`src/rtl/fetch_prefetch_unit.sv`:
```
// rtl/fetch_prefetch_unit.sv - PC generator, prefetch queue and decode handshake
// Optional FETCH_PERF_EN adds saturating perf_fetched / perf_flushed counters.
module fetch_prefetch_unit #(
    parameter int              XLEN     = 32,
    parameter int              DEPTH    = 4,
    parameter logic [XLEN-1:0] RESET_PC = '0,
    parameter int              PC_STEP  = 4
) (
    input  logic                       clk,
    input  logic                       reset,
    input  logic                       start,
    input  logic                       redirect,
    input  logic [XLEN-1:0]            redirect_pc,
    output logic                       imem_req,
    output logic [XLEN-1:0]            imem_addr,
    input  logic [XLEN-1:0]            imem_rdata,
    output logic                       dec_valid,
    output logic [XLEN-1:0]            dec_instr,
    output logic [XLEN-1:0]            dec_pc,
    input  logic                       dec_ready,
    output logic                       running,
`ifdef FETCH_PERF_EN
    output logic [31:0]                perf_fetched,
    output logic [31:0]                perf_flushed,
`endif
    output logic [$clog2(DEPTH+1)-1:0] occupancy
);

    localparam int PW = $clog2(DEPTH);
    localparam int OW = $clog2(DEPTH+1);

    typedef enum logic {IDLE, RUN} state_t;

    state_t          state, stateNext;
    logic [XLEN-1:0] fetchPc, tagPc;
    logic            inflight;
    logic [PW-1:0]   rdPtr, wrPtr;
    logic [OW-1:0]   count;
    logic [OW:0]     pending;
    logic            issue, push, pop, decValid;
    logic [XLEN-1:0] instrQ [DEPTH];
    logic [XLEN-1:0] pcQ    [DEPTH];

    // Entries already queued plus the one response still on its way from memory.
    assign pending  = (OW+1)'(count) + (OW+1)'(inflight);
    assign decValid = (count != '0) && !redirect;
    assign pop      = decValid && dec_ready;
    assign push     = inflight && !redirect && (state == RUN);

    always_ff @(posedge clk) begin
        if (reset) begin
            state <= IDLE;
        end else begin
            state <= stateNext;
        end
    end

    always_comb begin
        stateNext = state;
        issue     = 1'b0;
        unique case (state)
            IDLE: if (start) stateNext = RUN;
            RUN:  issue = !redirect && (pending < (OW+1)'(DEPTH) + (OW+1)'(pop));
        endcase
    end

    always_ff @(posedge clk) begin
        if (reset) begin
            fetchPc  <= RESET_PC;
            tagPc    <= '0;
            inflight <= 1'b0;
            rdPtr    <= '0;
            wrPtr    <= '0;
            count    <= '0;
        end else if (state == RUN) begin
            if (redirect) begin
                fetchPc  <= redirect_pc;
                inflight <= 1'b0;
                rdPtr    <= '0;
                wrPtr    <= '0;
                count    <= '0;
            end else begin
                inflight <= issue;
                if (issue) begin
                    tagPc   <= fetchPc;
                    fetchPc <= fetchPc + XLEN'(PC_STEP);
                end
                if (push) wrPtr <= wrPtr + PW'(1);
                if (pop)  rdPtr <= rdPtr + PW'(1);
                unique case ({push, pop})
                    2'b10:   count <= count + OW'(1);
                    2'b01:   count <= count - OW'(1);
                    default: count <= count;
                endcase
            end
        end
    end

    // Storage needs no reset: nothing is visible until count says so.
    always_ff @(posedge clk) begin
        if (push) begin
            instrQ[wrPtr] <= imem_rdata;
            pcQ[wrPtr]    <= tagPc;
        end
    end

    assign imem_req  = issue;
    assign imem_addr = issue ? fetchPc : '0;
    assign dec_valid = decValid;
    assign dec_instr = decValid ? instrQ[rdPtr] : '0;
    assign dec_pc    = decValid ? pcQ[rdPtr] : '0;
    assign running   = (state == RUN);
    assign occupancy = count;

`ifdef FETCH_PERF_EN
    logic [32:0] flushSum;
    assign flushSum = {1'b0, perf_flushed} + 33'(pending);

    always_ff @(posedge clk) begin
        if (reset) begin
            perf_fetched <= '0;
            perf_flushed <= '0;
        end else begin
            if (pop && perf_fetched != 32'hFFFF_FFFF) perf_fetched <= perf_fetched + 32'd1;
            if (state == RUN && redirect) perf_flushed <= flushSum[32] ? 32'hFFFF_FFFF : flushSum[31:0];
        end
    end
`endif

endmodule

```
`config.mk`:
```
export PLATFORM = sky130hd
export DESIGN_NAME = fetch_prefetch_unit
export DESIGN_NICKNAME = d
export VERILOG_FILES = /design/src/rtl/fetch_prefetch_unit.sv
export SDC_FILE = /design/constraint.sdc
export NUM_CORES = 1
export LEC_CHECK = 0
export CAP_MARGIN = 10
export CORE_UTILIZATION = 30
export DETAILED_ROUTE_END_ITERATION = 8
export PLACE_DENSITY = 0.59
export SLEW_MARGIN = 20
export SYNTH_ARGS = -nofsm -noshare
export SYNTH_HDL_FRONTEND = slang
export SYNTH_SLANG_ARGS = --single-unit
```
`constraint.sdc`:
```
create_clock -name clk -period 3.69 [get_ports clk]
set_input_delay 0.738 -clock clk [delete_from_list [all_inputs] [get_ports clk]]
set_output_delay 0.738 -clock clk [all_outputs]
set_load 0.005 [all_outputs]
```
* After elaboration in Yosys (flattened, before gate mapping) *
Memory sizes are Yosys's and may differ from the RTL's. A register that Yosys moved wholly into a read port is not among the register bits.
Cells that the tools add are included.

operators by class
  bitwise logic cells = 1
  reductions and logical operators = 16
  magnitude comparators = 1
  mux-type cells = 21
  equality and inequality tests = 2
  add/subtract/negate cells = 7

operators with widths
  kind                   count
  $mux 32                5
  $add 32x3->32 const B  1
  $mux 2                 8
  $reduce_and 2->1       4
  $mux 1                 6
  $pmux 3 s2             1
  $reduce_bool 2->1      3
  $reduce_bool 3->1      2
  $logic_and 1x1->1      5
  $add 2x1->2 const B    2
  $add 3x1->4            1
  $add 3x1->4 const A    1
  $lt 4x4->1             1
  $add 3x1->3 const B    1
  $mux 3                 1
  $reduce_and 3->1       1
  $sub 3x1->3 const B    1
  $eq 2x1->1 const B     1
  $eq 2x2->1 const B     1
  $logic_not 1->1        1
  $not 1->1              1

storage, ports and cells
  register bits = 73
  bits in writable memories = 256
  memories = 2
  output and inout port bits = 102
  input port bits = 69
  logic and storage cells = 57

memories
  name    depth  width  rd ports  clocked after memory_dff  write ports  RTL line  text
  instrQ  4      32     1         1                         1            41        logic [XLEN-1:0] instrQ [DEPTH];
  pcQ     4      32     1         1                         1            42        logic [XLEN-1:0] pcQ [DEPTH];

* Longest topological paths before layout *
Gate-level depths: netlist (run 1).

  word-level depth = 9
  mapped depth = 10
  mapped depth without buffers = 8

* Least setup slack after synthesis (run 1) *
Ideal clock, no wire load.

  path type = input port to flip-flop
  start point = in redirect
  end point = mem instrQ[0][0] (enable)
  library setup time = 0.429 ns
  arrival time = 2.818 ns
  required time = 3.261 ns
  stages = 4
  path slack = 0.443 ns
  path buffers = 2
  cell sequence = buf_6 > nor2b_1 > clkbuf_1 > and3_1

on the way
  word-level cells in the longest chain between the ends = 5

RTL lines
  element                          RTL line  text
  start: declaration               12        input logic redirect,
  $logic_not 1->1                  48        assign push = inflight && !redirect && (state == RUN);
  $logic_and 1x1->1 (2 in series)  48
  $mux 1                           101       if (push) begin
  $mux 1 (not written as such)     102       instrQ[wrPtr] <= imem_rdata;
  end: declaration                 41

No other way between the ends.

* Worst setup path in the final report (run 1) *
  start point = reg inflight
  end point = out imem_addr[16]

on the way
  word-level cells in the longest chain between the ends = 5

RTL lines
  element                   RTL line  text
  start: declaration        36        logic inflight;
  start signal: assignment  83        inflight <= issue;
  $add 3x1->4               45        assign pending = (OW+1)'(count) + (OW+1)'(inflight);
  $lt 4x4->1                63        RUN: issue = !redirect && (pending < (OW+1)'(DEPTH) + (OW+1)'(pop));
  $logic_and 1x1->1         63
  $mux 1                    61        unique case (state)
  $mux 32                   108       assign imem_addr = issue ? fetchPc : '0;
  end: declaration          15        output logic [XLEN-1:0] imem_addr,

No other way between the ends.

==> results of run 1 <==
[area by class of cell]
class	instances	area (sq um)
Clock buffer	49	1074
Clock inverter	19	127.6
Fill cell	4121	26780
Inverter	39	158.9
Multi-Input combinational cell	515	4016
Sequential cell	331	9199
Tap cell	592	740.7
Timing Repair Buffer	214	2318
[cells by family after synthesis]
kind of cell,synth area share
AOI/OAI and AO/OA,0.06648
xor gates and xnor gates,0.001939
adders and majority gates,0.007941
buffers and inverters,0.03112
DFF,0.6781
muxes,0.1078
and+or+nand+nor,0.1066
[metrics by stage]
stage	util	worst slack, ps
finish	0.3970	106.1
global route	0.3970	20.46
CTS	0.3931	5.298
detailed placement	0.3643	2.048
global placement	0.3643	12.70
floorplan	-	443.0
[per-layer routing]
| metal | share of wire | global-route usage | vias to the layer above |
|---|---|---|---|
| li1 | - | - | 4032 |
| met1 | 0.44 | 0.2085 | 4413 |
| met2 | 0.46 | 0.2432 | 292 |
| met3 | 0.061 | 0.03929 | 72 |
| met4 | 0.040 | 0.07333 | 0 |
| met5 | 0 | 0 | - |
[worst register-to-register path, delay by kind of cell, from the launching register on]
| kind | cells | cell delay, ps |
|---|---|---|
| adder cells (fa/ha/maj) | 1 | 440 |
| buffers and inverters | 2 | 470 |
| AO/OA/AOI/OAI | 3 | 360 |
| AND/OR/NAND/NOR | 3 | 1070 |
| flip-flops | 1 | 330 |
[power by group through the flow]
stage | Sequential (uW) | Clock [uW] | Combinational, uW
final | 4080 | 3590 | 363
after floorplan | 4130 | 0 | 154
after detailed placement | 4150 | 0 | 346
after global placement | 4150 | 0 | 342
after global routing | 4080 | 3850 | 393
after CTS | 4070 | 3710 | 356
[repair_timing]
action                                  4_1_cts  5_1_grt
pin swaps                                     3        0
gates cloned                                  1        2
setup buffers                                 2        2
resized for setup                            10       39
hold buffers                                  0        0
endpoints found under the setup margin       33       37
[placed cells by master, fill, tap and decap left out, types with 27 or more instances in the layout]
| master | count |
|---|---|
| edfxtp_1 | 256 |
| clkdlybuf4s50_1 | 138 |
| nand2_1 | 107 |
| dfxtp_1 | 71 |
| and3_1 | 70 |
| a21oi_1 | 64 |
| mux4_2 | 64 |
| clkbuf_16 | 41 |
| inv_1 | 36 |
| nor2_1 | 34 |
| o21ai_0 | 30 |
| dlymetal6s2s_1 | 30 |
| buf_4 | 27 |
[flip-flops by register name, summed over array words and instances, names as in the netlist, named ones only]
| signal | cells |
|---|---|
| wrPtr | 2 |
| inflight | 1 |
| rdPtr | 2 |
| pcQ | 128 |
| running | 1 |
| instrQ | 128 |
| tagPc | 32 |
| fetchPc | 32 |
| occupancy | 3 |
[worst max path at each step]
stage               startpoint             to  slack (ps)  depth (start not counted)
CTS                   inflight   imem_addr[2]           5                         10
detailed placement   dec_ready   imem_addr[2]           2                          9
global route          inflight  imem_addr[16]          20                         10
global placement     dec_ready   imem_addr[2]          10                          9
floorplan             redirect   instrQ[0][0]         440                          4
finish                inflight  imem_addr[16]         110                         10
==> summary.md, run 1 <==
| Metric | Value |
|---|---|
| Run status | `complete, no violations` |
| Worst IR Drop VDD | `239.2 uV` |
| Core Rows | `77` |
| Bufs on Longest Clock Path | `3` |
| Hold Path Depth | `2` |
| Vias in the first global route | `9,001` |
| Initial antenna violation count | `0` |
| Hold crit path type | `reg2reg` |
| DIE AREA | `46,020 sq um` |
| Hold_sp | `tagPc[6]` |
| Pleak | `0.006624 uW` |
| Final Cell Area | `17,630 sq um` |
| GR Util All Layers | `0.1576` |
| Post-synth EDFFs | `256` |
| Area after DPL | `16,180 sq um` |
| Syn Inst Count | `952` |
| Sinks on the clock net | `331` |
| Worst-skew pair later-pin latency | `540 ps` |
| Sequential area share after synthesis | `0.6781` |
| WL per Instance | `20.61 um` |
| Synthesized area per cell | `14.23 sq um` |
| Fmax achieved | `279.0 MHz` |
| Gr ovfl total | `0` |
| CP Max Fanout | `5` |
| Async S/R FF share, synth | `0` |
| Reg2reg start | `occupancy[0]` |
| Worst setup SP type | `flop` |
| First DRT Iteration DRCs | `563` |
| Gate power share | `0.045` |
| Warnings, synthesis | `0` |
| #FFs+latches synth | `331` |
| Worst-path cell chain | `ha_4 -> ha_4 -> nor4b_4 -> a22oi_2 -> or3_4 -> clkinv_8 -> clkbuf_16 -> nand2_2 -> inv_1 -> clkdlybuf4s50_1` |
| P&R area growth vs syn | `30.14%` |
| Area leader, netlist | `edfxtp_1` |
| Slew Limit Fails | `0` |
| Final Hold Viols | `0` |
| Critical path arrival | `2850 ps` |
| Register-to-register setup slack | `980 ps` |
| Hold endpoint | `tagPc[6]` |
| Setup TNS Final | `0 ps` |
| Delay of the slowest critical-path stage | `490 ps` |
| H-tree depth | `2` |
| Clk Tree Root Cell | `clkbuf_16` |
| Max-slew headroom | `0.4547` |
| CP dominant cell by count | `ha_4` |
| CTS tree | `yes` |
| Drt first pass iters | `5` |
| Max-capacitance violation count | `0` |
| Ratio of cells with drive above 1 in the final layout | `0.1680` |
| Worst path buffer plus inverter count | `4` |
| Final critical-path required period | `3584 ps` |
| Initial Util | `0.3051` |
| Sw Ratio | `0.2133` |
| Final wirelength | `36.26 mm` |
| Syn Std Cell Area | `13,550 sq um` |
| Tcrit/Tclk final | `0.9713` |
| Cell Int Power | `6319 uW` |
| Ranking of synthesized cells by area | `edfxtp_1 57%, dfxtp_1 11%, mux4_2 11%, and3_1 3.4%, nand2_1 3.2%` |
| GPL Wtd Cong | `0.7839` |
| Vias | `8,809` |
| Pwr Density | `455.5 nW/um^2` |
| Clock slew at reported path FFs | `50 ps` |
| Antenna fix cells | `0` |
| Synth Net Count | `1,029` |
| Net Sw Power | `1714 uW` |
| Total chip power | `8033 uW` |
| Netlist cell types | `52` |
| Final Instance Count excl. Fillers | `1,759` |
| Die H | `214.5 um` |
| Clock skew | `19.87 ps` |
| Number of remaining DRC errors | `0` |
| Die width | `214.5 um` |
| First-pass GRT wire length | `54.90 mm` |
| Port buffer count | `170` |
| Crit end category | `output pin` |
| Io pins | `171` |
| Post-route ant nets | `0` |
| Seq pwr share | `0.507` |
| Max stage delay cell, worst path | `clkdlybuf4s50_1` |
| Final HPWL DP | `22.79 mm` |
| Least-Margin Pin Slew | `817.9 ps` |
| Top-area cell type share of the netlist area | `0.5673` |
| Clock share of power | `0.447` |
| CP delay by family, top | `buffers and inverters` |
| Ys flop type | `edfxtp_1` |
| Vias/cell | `5.008` |
| Critical Path RT | `2950 ps` |
| Synth top cells by count | `256 x edfxtp_1, 114 x nand2_1, 75 x dfxtp_1, 74 x and3_1` |
| Most common cell in the synthesized netlist | `edfxtp_1` |
| Nets | `1,216` |
| Final hold slack | `499.2 ps` |
| Crit Path Category | `reg2out` |
| FF-to-FF path depth | `9` |
| RSZ-0062 raised after global routing | `false` |
| Number of buffers created by CTS | `38` |
| Setup Viol. Count Final | `0` |
| Largest net degree at the start of global routing | `69` |
| Cell total after placement | `1,684` |
| RR Endpoint | `occupancy[2]` |
| Core ar. | `44,410 sq um` |
Power figures use the tool's default switching activity.
==> inputs of run 2 (changes only) <==
--- a/config.mk
+++ b/config.mk
@@ -9,7 +9,7 @@
 export CORE_UTILIZATION = 30
 export DETAILED_ROUTE_END_ITERATION = 8
 export PLACE_DENSITY = 0.59
-export SLEW_MARGIN = 20
 export SYNTH_ARGS = -nofsm -noshare
 export SYNTH_HDL_FRONTEND = slang
 export SYNTH_SLANG_ARGS = --single-unit
+export TNS_END_PERCENT = 20
==> summary.md, run 2 (synthesis gave the netlist of run 1 again) <==
| Metric | Value |
|---|---|
| Run status | `complete, no violations` |
| Crit end category | `output pin` |
| Largest net degree at the start of global routing | `69` |
| First DRT Iteration DRCs | `575` |
| Vias/cell | `5.007` |
| Final hold slack | `498.2 ps` |
| Vias | `8,788` |
| Ratio of cells with drive above 1 in the final layout | `0.1634` |
| Most frequent cells in the layout | `256 x edfxtp_1, 139 x clkdlybuf4s50_1, 109 x nand2_1, 71 x dfxtp_1, 70 x and3_1` |
| CP Max Fanout | `10` |
| First-pass GRT wire length | `54.86 mm` |
| Core Rows | `77` |
| Setup Viol. Count Final | `0` |
| Max-slew headroom | `0.4615` |
| Final critical-path required period | `3636 ps` |
| Dpl ws | `2.048 ps` |
| DIE AREA | `46,020 sq um` |
| Worst setup SP type | `flop` |
| Post-route ant nets | `0` |
| Clock slew at reported path FFs | `50 ps` |
| Max-capacitance violation count | `0` |
| Hold-fix buffers at CTS | `0` |
| CTS tree | `yes` |
| Pleak | `0.006578 uW` |
| Die width | `214.5 um` |
| Top flop regs | `instrQ (128), pcQ (128)` |
| Fmax achieved | `275.0 MHz` |
| Number of buffers created by CTS | `38` |
| WL per Instance | `20.58 um` |
| Critical path arrival | `2900 ps` |
| Setup WS post-layout | `53.89 ps` |
| Critical Path RT | `2950 ps` |
| Final Cell Area | `17,580 sq um` |
| Number of fill cells | `4,128` |
| Crit Path Category | `reg2out` |
| Area after DPL | `16,180 sq um` |
| Initial antenna violation count | `0` |
| Antenna fix cells | `0` |
| Sinks on the clock net | `331` |
| Final Hold Viols | `0` |
| Register-to-register setup slack | `980 ps` |
| Final HPWL DP | `22.79 mm` |
| Port buffer count | `170` |
| Nets | `1,212` |
| Io pins | `171` |
| Bufs on Longest Clock Path | `3` |
| Die H | `214.5 um` |
| Tcrit/Tclk final | `0.9854` |
| GR Util All Layers | `0.1576` |
| Final wirelength | `36.12 mm` |
| Clk Tree Root Cell | `clkbuf_16` |
| Worst IR Drop VDD | `239.1 uV` |
| Worst-skew pair later-pin latency | `540 ps` |
| H-tree depth | `2` |
| Least-Margin Pin Slew | `800.3 ps` |
| Hold crit path type | `reg2reg` |
| Most common cell after layout, fill and taps aside | `edfxtp_1` |
| RSZ-0062 raised after global routing | `true` |
| Pwr Density | `456.7 nW/um^2` |
| P&R area growth vs syn | `29.73%` |
| Gr ovfl total | `0` |
| Slew Limit Fails | `0` |
| GPL Wtd Cong | `0.7839` |
| Clock skew | `18.28 ps` |
| Core ar. | `44,410 sq um` |
| Number of remaining DRC errors | `0` |
| Initial Util | `0.3051` |
| Vias in the first global route | `8,984` |
| Drt first pass iters | `5` |
| Total chip power | `8029 uW` |
[run 2: worst max-delay path: stages, from the launching register on]
cell             delay (ps)
dfxtp_2                 330
ha_4                    170
ha_4                    210
nor4b_4                 250
a22oi_2                 120
or3_4                   380
clkinv_8                100
buf_12                  140
nand2_1                  80
inv_1                    80
clkdlybuf4s50_1         490
[run 2: what timing repair did]
item / CTS / global route
gates cloned: 1 / 1
buffers inserted: 1 / 0
setup endpoints to repair: 33 / 37
hold endpoints to repair: 0 / 0
gates resized for setup: 9 / 37
pin swaps: 3 / 1
[run 2: path summary, 6_finish.rpt]
| path | from | endpoint | depth (start not counted) |
|---|---|---|---|
| setup / recovery | inflight | imem_addr[2] | 10 |
| hold / removal | tagPc[6] | tagPc[6] | 2 |
| setup reg to reg | occupancy[0] | occupancy[2] | 9 |
| hold reg to reg | tagPc[6] | tagPc[6] | 2 |
[run 2: through the flow]
step	instances	utilization	TNS, ps
after floorplan	952	-	0
after global placement	1684	0.3643	0
after detailed placement	1684	0.3643	0
after CTS	1754	0.3929	-1.993
after global routing	1755	0.3958	-133.4
final	1755	0.3958	0
[run 2: per-layer routing]
metal | routed length [um] | vias up | track usage | share of wire
met3 | 2412 | 76 | 0.03929 | 0.067
met5 | 0 | - | 0 | 0
li1 | - | 4020 | - | -
met4 | 1521 | 0 | 0.07333 | 0.042
met2 | 16560 | 314 | 0.2432 | 0.46
met1 | 15630 | 4378 | 0.2084 | 0.43
[run 2: where the power goes]
part	switching [uW]	internal, uW	total [uW]
clock network	1470	2120	3600
registers	50.5	4030	4080
logic	189	167	356
[run 2: layout make-up]
cell class              instances  area (sq um)  area share
clock inverters                19         127.6    0.007260
inverters                      39         158.9    0.009039
well taps                     592         740.7     0.04214
repair buffers                210          2268      0.1290
flip-flops and latches        331          9199      0.5233
clock buffers                  49          1074     0.06107
multi-input cells             515          4011      0.2282
